[src/rtl/switch_pkt_tx.sv]
// Byte-serial packet transmitter for the switch ingress port: frames DA, SA,
// LEN, buffered payload and a trailing XOR FCS under ready/valid flow control.
//
// state | meaning
// IDLE  | waiting for start; header accepted on start && start_ready
// DA    | presenting destination address (tx_sop)
// SA    | presenting source address
// LEN   | presenting payload length
// PAY   | presenting FIFO head; stalls with underrun while FIFO is empty
// FCS   | presenting XOR accumulator (tx_eop)
// GAP   | GAP idle cycles before the next start is accepted
module switch_pkt_tx #(
  parameter int DEPTH = 8,
  parameter int GAP   = 2
) (
  input  logic       clk,
  input  logic       reset,
  input  logic       start,
  output logic       start_ready,
  input  logic [7:0] da,
  input  logic [7:0] sa,
  input  logic [7:0] len,
  input  logic       pay_valid,
  input  logic [7:0] pay_data,
  output logic       pay_ready,
  output logic       tx_valid,
  output logic [7:0] tx_data,
  output logic       tx_sop,
  output logic       tx_eop,
  input  logic       tx_ready,
  output logic       busy,
  output logic       underrun,
  input  logic       scan_in0,
  input  logic       scan_en,
  input  logic       test_mode,
  output logic       scan_out0
);

  localparam int AW = $clog2(DEPTH);
  localparam int GW = (GAP > 1) ? $clog2(GAP) : 1;

  typedef enum logic [2:0] {S_IDLE, S_DA, S_SA, S_LEN, S_PAY, S_FCS, S_GAP} state_t;

  state_t          state, state_nxt;
  logic [7:0]      da_q, sa_q, len_q, acc, pay_cnt;
  logic [GW-1:0]   gap_cnt;
  logic [7:0]      mem [DEPTH];
  logic [AW-1:0]   wr_ptr, rd_ptr;
  logic [AW:0]     count;
  logic [7:0]      fifo_head;
  logic            fifo_empty, accept, xfer, push, pop;
  logic            unused_scan;

  assign unused_scan = ^{scan_in0, scan_en, test_mode};
  assign scan_out0   = 1'b0;

  assign fifo_empty  = (count == '0);
  assign fifo_head   = mem[rd_ptr];
  assign pay_ready   = (count != (AW+1)'(DEPTH));
  assign start_ready = (state == S_IDLE);
  assign busy        = (state != S_IDLE);
  assign underrun    = (state == S_PAY) && fifo_empty;
  assign accept      = start && start_ready;
  assign xfer        = tx_valid && tx_ready;
  assign push        = pay_valid && pay_ready;
  assign pop         = (state == S_PAY) && xfer;

  // Outputs depend only on state, latched header and FIFO flags/head.
  always_comb begin
    tx_valid = 1'b0;
    tx_data  = 8'h00;
    tx_sop   = 1'b0;
    tx_eop   = 1'b0;
    case (state)
      S_DA:  begin tx_valid = 1'b1; tx_data = da_q; tx_sop = 1'b1; end
      S_SA:  begin tx_valid = 1'b1; tx_data = sa_q;  end
      S_LEN: begin tx_valid = 1'b1; tx_data = len_q; end
      S_PAY: begin
        tx_valid = !fifo_empty;
        tx_data  = fifo_empty ? 8'h00 : fifo_head;
      end
      S_FCS: begin tx_valid = 1'b1; tx_data = acc; tx_eop = 1'b1; end
      default: ;
    endcase
  end

  always_comb begin
    state_nxt = state;
    case (state)
      S_IDLE: if (accept) state_nxt = S_DA;
      S_DA:   if (xfer) state_nxt = S_SA;
      S_SA:   if (xfer) state_nxt = S_LEN;
      S_LEN:  if (xfer) state_nxt = (len_q == 8'd0) ? S_FCS : S_PAY;
      S_PAY:  if (xfer && (pay_cnt + 8'd1 == len_q)) state_nxt = S_FCS;
      S_FCS:  if (xfer) state_nxt = (GAP == 0) ? S_IDLE : S_GAP;
      S_GAP:  if (gap_cnt == '0) state_nxt = S_IDLE;
      default: state_nxt = S_IDLE;
    endcase
  end

  always_ff @(posedge clk or negedge reset) begin
    if (!reset) state <= S_IDLE;
    else        state <= state_nxt;
  end

  always_ff @(posedge clk or negedge reset) begin
    if (!reset) begin
      da_q    <= '0;
      sa_q    <= '0;
      len_q   <= '0;
      acc     <= '0;
      pay_cnt <= '0;
      gap_cnt <= '0;
    end else begin
      if (accept) begin
        da_q    <= da;
        sa_q    <= sa;
        len_q   <= len;
        acc     <= da ^ sa ^ len;
        pay_cnt <= '0;
      end else if (pop) begin
        acc     <= acc ^ fifo_head;
        pay_cnt <= pay_cnt + 8'd1;
      end
      if ((state == S_FCS) && xfer)
        gap_cnt <= GW'(GAP - 1);
      else if ((state == S_GAP) && (gap_cnt != '0))
        gap_cnt <= gap_cnt - 1'b1;
    end
  end

  // Storage is not reset; occupancy and pointers define validity.
  always_ff @(posedge clk) begin
    if (push) mem[wr_ptr] <= pay_data;
  end

  always_ff @(posedge clk or negedge reset) begin
    if (!reset) begin
      wr_ptr <= '0;
      rd_ptr <= '0;
      count  <= '0;
    end else begin
      if (push) wr_ptr <= wr_ptr + 1'b1;
      if (pop)  rd_ptr <= rd_ptr + 1'b1;
      case ({push, pop})
        2'b10:   count <= count + 1'b1;
        2'b01:   count <= count - 1'b1;
        default: count <= count;
      endcase
    end
  end

endmodule

[config.mk]
export PLATFORM = sky130hd
export DESIGN_NAME = switch_pkt_tx
export DESIGN_NICKNAME = d
export VERILOG_FILES = /design/src/rtl/switch_pkt_tx.sv
export SDC_FILE = /design/constraint.sdc
export NUM_CORES = 1
export LEC_CHECK = 0
export CAP_MARGIN = 5
export CELL_PAD_IN_SITES_DETAIL_PLACEMENT = 0
export CELL_PAD_IN_SITES_GLOBAL_PLACEMENT = 1
export CORE_MARGIN = 2
export CORE_UTILIZATION = 34
export DETAILED_ROUTE_END_ITERATION = 10
export GPL_ROUTABILITY_DRIVEN = 1
export GPL_TIMING_DRIVEN = 0
export HOLD_SLACK_MARGIN = 0.1
export PLACE_DENSITY_LB_ADDON = 0.1
export SLEW_MARGIN = 20
export SYNTH_ARGS = -nofsm -noshare
export SYNTH_HDL_FRONTEND = slang
export SYNTH_SLANG_ARGS = --single-unit
[constraint.sdc]
create_clock -name clk -period 3 [get_ports clk]
set_input_delay 0.3 -clock clk [delete_from_list [all_inputs] [get_ports clk]]
set_output_delay 0.3 -clock clk [all_outputs]
set_load 0.1 [all_outputs]
==> results.sh <==
export IMPL_dp_cells=752
export IMPL_syn_to_final_growth_pct=25.9
export IMPL_setup_slack_ps=108
export IMPL_crit_type="flip-flop to primary output"
export IMPL_async_reset_ff_share_pct=45.8
export IMPL_die_h_um=133
export IMPL_clkLatencyLatePin_ps=410
export IMPL_cts_made_buffers=17
export IMPL_crit_slowest_cell="mux4_2"
export IMPL_io_pins=56
export IMPL_routabilityCongestion=0.836
export IMPL_r2r_setup_slack_ps=220
export IMPL_worst_r2r_endpoint="count[2]"
export IMPL_num_vias=3890
export IMPL_hpwl_um=9990
export IMPL_grt_max_degree=33
export IMPL_clk_path_buf_depth=2
export IMPL_leakage_nw=2.75
export IMPL_layout_drive_gt1_share_pct=18.2
export IMPL_antenna_found_initial=0
export IMPL_synth_edf_count=64
export IMPL_wl_per_cell_um=18.1
export IMPL_root_buffer="clkbuf_16"
export IMPL_final_nets=600
export IMPL_cts_sinks=118
export IMPL_pwr_density_cell_mw_per_mm2=1120
export IMPL_final_cell_mix="nand2_1, edfxtp_1, dfrtp_1"
export IMPL_final_setup_viol_count=0
export IMPL_path_delay_family="multiplexers"
export IMPL_fp_dieArea_mm2=0.0178
export IMPL_slew_headroom_pct=33.6
export IMPL_finalMaxSlewViolations=0
export IMPL_status="complete, no violations"
export IMPL_start_kind="flip-flop"
export IMPL_vias_per_cell=4.94
export IMPL_finalHoldViolations=0
export IMPL_critPathBufInv=3
export IMPL_worstPathRequired_ps=2700
export IMPL_skew_ps=6.87
export IMPL_tightest_slew_ps=993
export IMPL_fmax_mhz=346
export IMPL_ys_seq_area_share_pct=57.6
export IMPL_insertedDiodeCount=0
export IMPL_layout_commonest_cell="nand2_1"
export IMPL_synthFlopType="edfxtp_1"
export IMPL_initial_core_util_pct=34.5
export IMPL_avgSynthCellArea_um2=11.9
export IMPL_cts_max_level=4
export IMPL_rows=47
export IMPL_yosys_register_bits=118
export IMPL_final_util_pct=43.4
export IMPL_fin_crit_ps=2890
export IMPL_ant_nets=0
export IMPL_rr_startpoint="count[1]"
export IMPL_hp_class="input pin to async pin"
export IMPL_totalWireLength_um=14200
export IMPL_core_mm2=0.0165
export IMPL_cts_tree="yes"
export IMPL_fin_crit_sh_pct=96.4
export IMPL_crit_chain="buf_4, buf_6, mux4_2, mux2i_1, o221ai_1, buf_2"
export IMPL_critPathArrivalTime_ps=2590
export IMPL_grt_overflow_total=0
export IMPL_synth_cell_type_count=51
export IMPL_finalPower_mw=7.99
export IMPL_post_route_drc_count=0
export IMPL_cpPeakStageDelay_ps=510
export IMPL_syn_nets=524
export IMPL_critPathCaptureType="primary output"
export IMPL_synth_area_mm2=0.00568
export IMPL_die_w_um=133
export IMPL_ir_worst_vdd_v=0.000583
export IMPL_tns_ps=0
export IMPL_port_buffers=51
export IMPL_place_ws_ps=-522
export IMPL_clkTransAtPathRegs_ps=60
export IMPL_yosysWarnings=0
export IMPL_r2r_cells=12
export IMPL_synth_cells=478
export IMPL_finalNonFillerCells=787
export IMPL_drtPass1Iterations=4
export IMPL_first_iter_violations=280
export IMPL_maxCapViolations=0
export IMPL_grt_pass1_wl_um=23200
export IMPL_crit_path_max_fanout=10
export IMPL_grt_usage_pct=17.4
export IMPL_grt_pass1_vias=4067
-- kinds of logic (layout without fill, tap and decap cells) --
kind of cell	Yosys count	in the layout	share of synthesized area, %
AO/OA/AOI/OAI	64	64	7.71
XOR/XNOR	38	38	5.86
adder cells (fa/ha/maj)	6	6	1.32
buffers and inverters	32	121	3.06
flip-flops	118	118	57.6
multiplexers	34	34	9.74
other	1	1	0.0660
AND/OR/NAND/NOR	185	185	14.6
-- worst max-delay path by stage --
stage | start | end | cells past startpoint
4_1_cts | rd_ptr[0] | tx_data[1] | 6
3_5_place_dp | rd_ptr[1] | tx_data[1] | 6
3_3_place_gp | state[0] | tx_data[6] | 6
6_report | rd_ptr[0] | tx_data[2] | 6
5_1_grt | count[1] | count[2] | 12
2_1_floorplan | state[1] | state[1] | 6
-- synthesized netlist by cell type, types with 6 or more instances --
cell type / instances / area [um^2]
nand2_1: 114 / 428
edfxtp_1: 64 / 1920
dfrtp_1: 54 / 1350
xnor2_1: 31 / 272
nor2_1: 25 / 93.8
o21ai_0: 23 / 115
mux4_2: 16 / 360
mux2_2: 10 / 113
o221ai_1: 10 / 87.6
a22oi_1: 8 / 60.1
clkbuf_1: 8 / 30.0
mux2i_1: 8 / 80.1
nor3_1: 7 / 35.0
xor2_1: 7 / 61.3
ha_1: 6 / 75.1
nand3_1: 6 / 30.0
nor2b_1: 6 / 37.5
-- routing by layer --
layer | global-route usage [%] | part of all wire (%) | vias to the layer above
met3 | 4.60 | 3.2 | 7
met2 | 29.0 | 50 | 79
li1 | - | - | 1871
met5 | 0 | 0 | -
met4 | 4.08 | 0.75 | 0
met1 | 22.8 | 46 | 1933
-- area by class of cell --
type,count,area [um^2]
repair buffers,58,537
inverters,5,22.5
clock inverters,15,171
fillers,1562,9320
flip-flops and latches,118,3270
multi-input cells,328,2280
well taps,220,275
plain buffers,26,166
clock buffers,17,425
-- timing repair --
| item | in CTS | in global routing |
|---|---|---|
| hold buffers | 1 | 0 |
| pin swaps | 0 | 1 |
| endpoints found under the setup margin | 15 | 10 |
| endpoints found under the hold margin | 22 | 0 |
| buffers inserted | 0 | 3 |
| resized for setup | 50 | 17 |
-- sequential cells by signal, indices dropped and copies added, names as in the netlist --
name / cells
gap_cnt: 1
wr_ptr: 3
state: 3
len_q: 8
mem: 64
sa_q: 8
acc: 8
rd_ptr: 3
count: 4
pay_cnt: 8
da_q: 8
-- per-stage QoR --
step                      hold WS, ps  instance area (um^2)
after CTS                         329                  7110
after global placement            460                  6470
after floorplan                  4.41                  5690
after global routing              348                  7150
after detailed placement          237                  6520
final                             335                  7150
-- power by group --
group / leakage [nW] / internal, mW / switching, mW
combinational: 1.20 / 1.15 / 2.29
clock: 0.290 / 1.24 / 0.800
sequential: 1.25 / 2.17 / 0.350
-- worst reg2reg max path: stages, from the launching register on --
cell and delay [ps]:
dfrtp_1 480, nor4_4 390, or4_1 170, clkbuf_4 190, buf_6 170, clkinvlp_4 150, ha_2 230, xor2_1 170
ha_1 200, a21oi_1 150, xor2_1 160, nor2_1 60, xor2_1 140
Note: power is estimated with default switching activity, not from simulation.
